File: config.mk
export PLATFORM = sky130hd
export DESIGN_NAME = key_sequencer
export DESIGN_NICKNAME = d
export VERILOG_FILES = /design/src/rtl/key_seq_pkg.sv /design/src/rtl/key_seq_ram.sv /design/src/rtl/key_sequencer.sv
export SDC_FILE = /design/constraint.sdc
export NUM_CORES = 2
export LEC_CHECK = 0
export BUFFER_PORTS_ARGS = -buffer_cell sky130_fd_sc_hd__buf_2
export CORE_MARGIN = 2
export CORE_UTILIZATION = 70
export CTS_BUF_LIST = sky130_fd_sc_hd__clkbuf_2
export DETAILED_ROUTE_END_ITERATION = 10
export PLACE_DENSITY_LB_ADDON = 0.3
export SLEW_MARGIN = 20
export SYNTH_ARGS = -nofsm -noshare
export SYNTH_HDL_FRONTEND = slang
export SYNTH_SLANG_ARGS = --single-unit
File: constraint.sdc
create_clock -name clock -period 7.25 [get_ports clock]
set_input_delay 0.3625 -clock clock [delete_from_list [all_inputs] [get_ports clock]]
set_output_delay 0.3625 -clock clock [all_outputs]
set_load 0.05 [all_outputs]
File: src/rtl/key_seq_pkg.sv
// Shared types for the key sequencer: FSM states and the mode code read by the GUI.
package key_seq_pkg;

    typedef enum logic [1:0] {
        IDLE   = 2'd0,
        RECORD = 2'd1,
        PLAY   = 2'd2
    } state_e;

    localparam logic [1:0] MODE_IDLE = 2'b00;
    localparam logic [1:0] MODE_REC  = 2'b01;
    localparam logic [1:0] MODE_PLAY = 2'b10;

    localparam int KEY_W = 4;

    typedef logic [KEY_W-1:0] key_vec_t;

endpackage

File: src/rtl/key_seq_ram.sv
// Event buffer: one synchronous write port, one combinational read port, contents not reset.
module key_seq_ram #(
    parameter int DEPTH = 64,
    parameter int WIDTH = 20
) (
    input  logic                     clock,
    input  logic                     we_i,
    input  logic [$clog2(DEPTH)-1:0] waddr_i,
    input  logic [WIDTH-1:0]         wdata_i,
    input  logic [$clog2(DEPTH)-1:0] raddr_i,
    output logic [WIDTH-1:0]         rdata_o
);

    logic [WIDTH-1:0] mem_q [DEPTH];

    always_ff @(posedge clock) begin
        if (we_i) begin
            mem_q[waddr_i] <= wdata_i;
        end
    end

    assign rdata_o = mem_q[raddr_i];

endmodule

File: src/rtl/key_sequencer.sv
// Key front end: synchronizes raw keys, passes them through, records timed key
// events into a buffer, or replays the stored recording.
module key_sequencer
    import key_seq_pkg::*;
#(
    parameter int DEPTH    = 64,
    parameter int DUR_W    = 16,
    parameter int TICK_DIV = 50000
) (
    input  logic                     clock,
    input  logic                     reset,
    input  logic [3:0]               raw_keys,
    input  logic                     rec_btn,
    input  logic                     play_btn,
    output logic [3:0]               keys,
    output logic [1:0]               mode,
    output logic                     full,
    output logic [$clog2(DEPTH):0]   count
);

    localparam int AW = $clog2(DEPTH);
    localparam int CW = AW + 1;
    localparam int TW = $clog2(TICK_DIV);

    localparam logic [CW-1:0]    DEPTH_C   = CW'(DEPTH);
    localparam logic [DUR_W-1:0] DUR_MAX   = '1;
    localparam logic [TW-1:0]    TCNT_LAST = TW'(TICK_DIV - 1);

    typedef struct packed {
        key_vec_t         vec;
        logic [DUR_W-1:0] dur;
    } entry_t;

    state_e           state_q;
    key_vec_t         sync1_q, skeys_q, keys_q, cur_vec_q;
    logic [1:0]       mode_q;
    logic             full_q;
    logic [CW-1:0]    count_q, wr_ptr_q, rd_ptr_q;
    logic [TW-1:0]    tcnt_q;
    logic [DUR_W-1:0] dur_q, rem_q;

    logic             tick, key_chg, dur_sat, we, last_wr;
    logic [CW-1:0]    wr_ptr_d;
    logic [AW-1:0]    raddr;
    entry_t           wr_ent, rd_ent;

    assign tick     = (tcnt_q == TCNT_LAST);
    assign key_chg  = (skeys_q != cur_vec_q);
    assign dur_sat  = tick && (dur_q == DUR_MAX);
    // Stop, key change and saturation all store the open segment; at most one write per cycle.
    assign we       = (state_q == RECORD) && (rec_btn || key_chg || dur_sat);
    assign wr_ptr_d = wr_ptr_q + 1'b1;
    assign last_wr  = we && (wr_ptr_d == DEPTH_C);
    assign wr_ent   = '{vec: cur_vec_q, dur: dur_q};
    // rd_ptr_q holds the index of the next entry to load; IDLE always presents entry 0.
    assign raddr    = (state_q == PLAY) ? rd_ptr_q[AW-1:0] : '0;

    key_seq_ram #(
        .DEPTH (DEPTH),
        .WIDTH (KEY_W + DUR_W)
    ) u_ram (
        .clock   (clock),
        .we_i    (we),
        .waddr_i (wr_ptr_q[AW-1:0]),
        .wdata_i (wr_ent),
        .raddr_i (raddr),
        .rdata_o (rd_ent)
    );

    always_ff @(posedge clock or negedge reset) begin
        if (!reset) begin
            sync1_q   <= '0;
            skeys_q   <= '0;
            keys_q    <= '0;
            mode_q    <= MODE_IDLE;
            full_q    <= 1'b0;
            count_q   <= '0;
            wr_ptr_q  <= '0;
            rd_ptr_q  <= '0;
            tcnt_q    <= '0;
            dur_q     <= '0;
            rem_q     <= '0;
            cur_vec_q <= '0;
            state_q   <= IDLE;
        end else begin
            sync1_q <= raw_keys;
            skeys_q <= sync1_q;
            tcnt_q  <= tick ? '0 : tcnt_q + 1'b1;

            unique case (state_q)
                IDLE: begin
                    keys_q <= skeys_q;
                    if (rec_btn) begin
                        state_q   <= RECORD;
                        mode_q    <= MODE_REC;
                        wr_ptr_q  <= '0;
                        cur_vec_q <= skeys_q;
                        dur_q     <= '0;
                        full_q    <= 1'b0;
                        tcnt_q    <= '0;
                    end else if (play_btn && (count_q != '0)) begin
                        state_q  <= PLAY;
                        mode_q   <= MODE_PLAY;
                        keys_q   <= rd_ent.vec;
                        rem_q    <= rd_ent.dur;
                        rd_ptr_q <= CW'(1);
                        tcnt_q   <= '0;
                    end
                end

                RECORD: begin
                    keys_q <= skeys_q;
                    if (we) begin
                        wr_ptr_q <= wr_ptr_d;
                    end
                    if (key_chg) begin
                        cur_vec_q <= skeys_q;
                        dur_q     <= '0;
                    end else if (dur_sat) begin
                        dur_q <= '0;
                    end else if (tick) begin
                        dur_q <= dur_q + 1'b1;
                    end
                    if (rec_btn || last_wr) begin
                        state_q <= IDLE;
                        mode_q  <= MODE_IDLE;
                        count_q <= wr_ptr_d;
                        full_q  <= last_wr;
                    end
                end

                PLAY: begin
                    if (play_btn) begin
                        state_q <= IDLE;
                        mode_q  <= MODE_IDLE;
                        keys_q  <= skeys_q;
                    end else if (rem_q == '0) begin
                        if (rd_ptr_q == count_q) begin
                            state_q <= IDLE;
                            mode_q  <= MODE_IDLE;
                            keys_q  <= skeys_q;
                        end else begin
                            keys_q   <= rd_ent.vec;
                            rem_q    <= rd_ent.dur;
                            rd_ptr_q <= rd_ptr_q + 1'b1;
                        end
                    end else if (tick) begin
                        rem_q <= rem_q - 1'b1;
                    end
                end

                default: begin
                    state_q <= IDLE;
                    mode_q  <= MODE_IDLE;
                end
            endcase
        end
    end

    assign keys  = keys_q;
    assign mode  = mode_q;
    assign full  = full_q;
    assign count = count_q;

endmodule
Yosys cells after proc, flatten, opt, wreduce, memory -nomap -nowiden
Memories as Yosys holds them, arrays and structs flattened. Index checks and enable logic that the tools add are counted.

Memories kept: 1. Logic and storage cells: 109. Output and inout port bits: 14. Bits in registers: 88. RAM bits: 1280.

Add/subtract/negate cells: 5. Eq/ne operators: 22. Reductions and logical operators: 22. Multiplexer cells: 47.

Memories: u_ram.mem_q (words 64, bits a word 20, rd ports 1, clocked after Yosys merged registers in 0, write ports 1, RTL line key_seq_ram.sv:14) `logic [WIDTH-1:0] mem_q [DEPTH];`.

Operator list (number): 2-to-1 mux 16 bit (14); one-hot mux 16 bit (2 select lines) (2); 2-to-1 mux 7 bit (7); adder 16 x 1 -> 16 bit, second input constant (2); == test 16 bit, second input constant (2); 2-to-1 mux 4 bit (7); one-hot mux 7 bit (2 select lines) (2); logical NOT 16 bit (1); subtractor 16 x 1 -> 16 bit, second input constant (1); adder 7 x 1 -> 7 bit, second input constant (2); != test 2 bit, second input constant (7); 2-to-1 mux 2 bit (6); one-hot mux 4 bit (3 select lines) (1); AND reduction 3 bit (4); AND reduction 6 bit (2); != test 3 x 2 -> 1 bit, second input constant (3); one-hot mux 4 bit (2 select lines) (1); == test 7 bit (1); == test 7 bit, second input constant (1); nonzero test 7 bit (1); 2-to-1 mux 6 bit (1); != test 3 bit, second input constant (2); one-hot mux 2 bit (3 select lines) (1); logical AND 1 bit (4); 13 further kinds (21).

Longest topological paths before layout
Depth after elaboration: 8. Gate-level depth with buffers: 14. Gate-level depth less buffers: 9.

Cells and area by module
A second synthesis with hierarchy kept.

Cells, all modules: 2771. Area total of the unflattened synthesis: 54151.9 sq um.

By module, submodules not included: key_seq_ram (area each 49094.6 sq um, cells each 2223, times used 1); key_sequencer (area each 5057.4 sq um, cells each 548, times used 1).

Worst setup path before layout
No wires, ideal clock.

Path kind: reg2reg. From: reg dur_q[0]. To: mem u_ram.mem_q[25][0] (enable). Path slack: 3238 ps. Arrival time: 3615 ps. Period minus slack after synthesis: 4012 ps. Required time: 6853 ps. Stages on the path, launching flop included: 10. Cells stage by stage: dfrtp_1 -> ha_1 -> and3_1 -> nand4_1 -> nor4_2 -> or2_1 -> and2_1 -> clkbuf_2 -> nand3_1 -> nor2_1.

Longest elaborated chain between the ends: 6.

Ends and longest elaborated chain: from (decl) (RTL line key_sequencer.sv:40) `logic [DUR_W-1:0] dur_q, rem_q;`; from (signal assigned) (RTL line key_sequencer.sv:122) `dur_q <= dur_q + 1'b1;`; == test 16 bit (RTL line key_sequencer.sv:49) `assign dur_sat = tick && (dur_q == DUR_MAX);`; logical AND 1 bit (RTL line key_sequencer.sv:49); logical OR 1 bit (RTL line key_sequencer.sv:51) `assign we = (state_q == RECORD) && (rec_btn || key_chg || dur_sat);`; logical AND 1 bit (RTL line key_sequencer.sv:51); 2-to-1 mux 1 bit (RTL line key_seq_ram.sv:17) `if (we_i) begin`; 2-to-1 mux 1 bit (implied by the code) (RTL line key_seq_ram.sv:18) `mem_q[waddr_i] <= wdata_i;`; to (decl) (RTL line key_seq_ram.sv:14).

Every way passes these cells.

Worst setup path in the final report
From: reg dur_q[1]. To: mem u_ram.mem_q[35][6] (enable).

Same word-level chain as after synthesis.

==> flow_metrics.tcl <==
set metrics [dict create \
    timing.rr.start "dur_q[1]" \
    drv_slew 0 \
    r2r_cells 9 \
    swShare_pct 33.65 \
    cp_max_fo 67 \
    critPathSlowestCell "nor2_2" \
    synth-edff-count 1280 \
    initial_utilization_pct 70.92 \
    critPathKind "reg -> reg" \
    hold_end "keys[1]" \
    syn_area_sq_mm 0.05404 \
    num-fill-cells 4249 \
    yosysMostFrequentCell "edfxtp_1" \
    cap_violations 0 \
    crit_arrival_ps 6350 \
    violations "DRC" \
    antenna_found_initial 6 \
    pwr-share-seq_pct 51.5 \
    regArea_sq_mm 0.04068 \
    grt_util_all_layers_pct 38.82 \
    multi_input_comb_area_sq_mm 0.01268 \
    htree_num_levels 5 \
    p_int_w 0.01219 \
    die_w_um 281.9 \
    synth_area_per_cell_sq_um 17.04 \
    min-delay-path-class "in -> reg" \
    synth_xor_area_share_pct 0.5996 \
    fin_util_pct 76.85 \
    cts_root_buffer "clkbuf_2" \
    hp-start "rec_btn" \
    vdd_ir_drop_max_v 0.0003660 \
    ys_seq_area_share_pct 75.20 \
    tightest_slew_ps 1245 \
    end_kind "register" \
    die_y_um 281.9 \
    rrSetupSlack_ps 1940 \
    post_cts.repair.setup_buffers 0 \
    hold-worst-slack_ps 101.5 \
    slowest_delay_ps 1210 \
    outcome "finished, violations left" \
    grt_pass1_vias 32800 \
    fmax_ghz 0.1884 \
    start_kind "register" \
    vias 33980 \
    drive_above_1_share_pct 23.92 \
    synthTopCellsByCount "edfxtp_1, nand2_1, o221ai_1" \
    p_total_w 0.01837 \
    drtIter0Drc 5762 \
    drtAntennaViolNets 0 \
    io_pins 22 \
    area_growth_pct 8.362 \
    synth-compound-area-share_pct 10.22 \
    path_buf_inv 1 \
    synth_nets 3191 \
    dieArea_sq_mm 0.07945 \
    switchingPower_w 0.006180 \
    p_leak_nw 19.70 \
    finalHoldViolCount 0 \
    powerDensity_mw_per_mm2 313.6 \
    clk_path_buf_depth 4 \
    synth_area_leaders "edfxtp_1, mux4_2, dfrtp_1, o221ai_1, o22ai_1" \
    clk_pin_slew_ps 110 \
    cts_tree "yes" \
    post_dp_cell_area_sq_mm 0.05517 \
    vias_per_cell 7.264 \
    synth.top_cell.area_share_pct 71.12 \
    cts_resized 0 \
    final_area_sq_mm 0.05856 \
    clockPowerShare_pct 27.1 \
    cts_made_buffers 333 \
    place_congestion 0.9862 \
    dp_hpwl_um 87600 \
    cts.sinks 1368 \
    rows 101 \
    drt-total-wl_um 152300 \
    rsz0062_at_grt "no" \
    core_sq_mm 0.07620 \
    routedWlPerCell_um 32.57 \
    finalSetupTns_ps 0 \
    holdPathStages 5 \
    fin_nets 3414 \
    grt_max_degree 143 \
    synth-simple-area-share_pct 4.725 \
    yosys.area.top_type "edfxtp_1" \
    ys_warn_count 0 \
    relSlewSlack_pct 16.66 \
    cts_hold_buffers 21 \
    fin_skew_ps 162.0 \
    clk_latency_ps 1580 \
    synth_cells 3172 \
    path_cells "buf_4 > ha_1 > and3_1 > nand4_1 > nor4_2 > or2_1 > and2_1 > nand4b_2 > nor2_2" \
    r2r-end "u_ram.mem_q[35][6]" \
    grt_pass1_wl_um 217600 \
    ys_seq_elements 1368 \
    overflow 0 \
    synth_adder_area_share_pct 0.2547 \
    synth_ff_type "edfxtp_1" \
    period_share_pct 73.20 \
    crit_cells 9 \
    required_ps 8300 \
    drcViolationCount 3 \
    finalCriticalPeriod_ps 5307 \
    port_buffers 21 \
    dr.pass1.iters 11 \
    synth_cell_types 86 \
    combPwrFrac_pct 21.5 \
    crit_family "simple AND/OR/NAND/NOR gates" \
    setup_viol 0 \
    synth_top_family_by_area "compound AO/OA/AOI/OAI gates" \
    postSynth.asyncResetShare_pct 6.433 \
    muxShareOfSynthArea_pct 6.959 \
]
[power by group through the flow]
stage / sequential [W] / combinational [W] / clock, W
finish: 0.00945 / 0.00395 / 0.00497
global route: 0.00946 / 0.00409 / 0.00537
CTS: 0.00942 / 0.00380 / 0.00498
detailed placement: 0.00960 / 0.00377 / 0
global placement: 0.00958 / 0.00368 / 0
floorplan: 0.00943 / 0.00253 / 0
[cell families after synthesis]
group	Yosys count
AOI/OAI and AO/OA	772
muxes	212
xor gates and xnor gates	37
buffers and inverters	235
and+or+nand+nor	537
DFF	1368
adders and majority gates	11
[final cells by class]
class	instances	area share, %
Clock buffer	492	4.205
Clock inverter	90	0.8503
Inverter	16	0.1132
Sequential cell	1368	69.47
Tap cell	1030	2.201
Multi-Input combinational cell	1569	21.66
Antenna cell	5	0.02136
Timing Repair Buffer	107	1.485
[per-stage QoR]
step           worst slack (ps)  std cells
2_1_floorplan              3238       3172
3_5_place_dp               2233       4068
4_1_cts                    2164       4671
3_3_place_gp               2365       4068
5_1_grt                    1870       4676
6_report                   1943       4677
[worst max-delay path by stage]
| stage | startpoint | end | slack (ps) |
|---|---|---|---|
| 2_1_floorplan | dur_q[0] | u_ram.mem_q[25][0] | 3240 |
| 3_3_place_gp | dur_q[1] | u_ram.mem_q[60][12] | 2370 |
| 3_5_place_dp | dur_q[1] | u_ram.mem_q[49][13] | 2230 |
| 4_1_cts | dur_q[1] | u_ram.mem_q[49][17] | 2160 |
| 5_1_grt | dur_q[1] | u_ram.mem_q[35][6] | 1870 |
| 6_report | dur_q[1] | u_ram.mem_q[35][6] | 1940 |
[flip-flops by register name, summed over array words and instances, names as in the netlist]
register     cells
u_ram.mem_q   1280
dur_q           16
rem_q           16
tcnt_q          16
count            7
rd_ptr_q         7
wr_ptr_q         7
cur_vec_q        4
keys             4
skeys_q          4
sync1_q          4
mode             2
full             1
[worst reg2reg max path, stage by stage, from the launching register on]
cell and delay [ps]:
dfrtp_2 350, buf_4 650, ha_1 330, and3_1 230, nand4_1 120, nor4_2 380
or2_1 220, and2_1 360, nand4b_2 870, nor2_2 1230
[per-layer routing]
layer	GRT usage [%]	up-vias	wire, um
li1	-	13670	-
met1	52.56	16630	51960
met2	57.70	3206	69900
met3	12.69	462	23210
met4	19.23	6	7202
met5	0	-	38
[cells in the final DEF, fill, tap and decap left out, types with 65 or more instances in the layout]
master / instances
a21oi_1: 77
clkbuf_2: 492
clkinv_1: 68
dfrtp_1: 65
edfxtp_1: 1280
mux4_2: 129
nand2_1: 173
nor2_1: 90
o211ai_1: 70
o21ai_0: 132
o221ai_1: 155
o22ai_1: 115
Note: power is estimated with default switching activity, not from simulation.
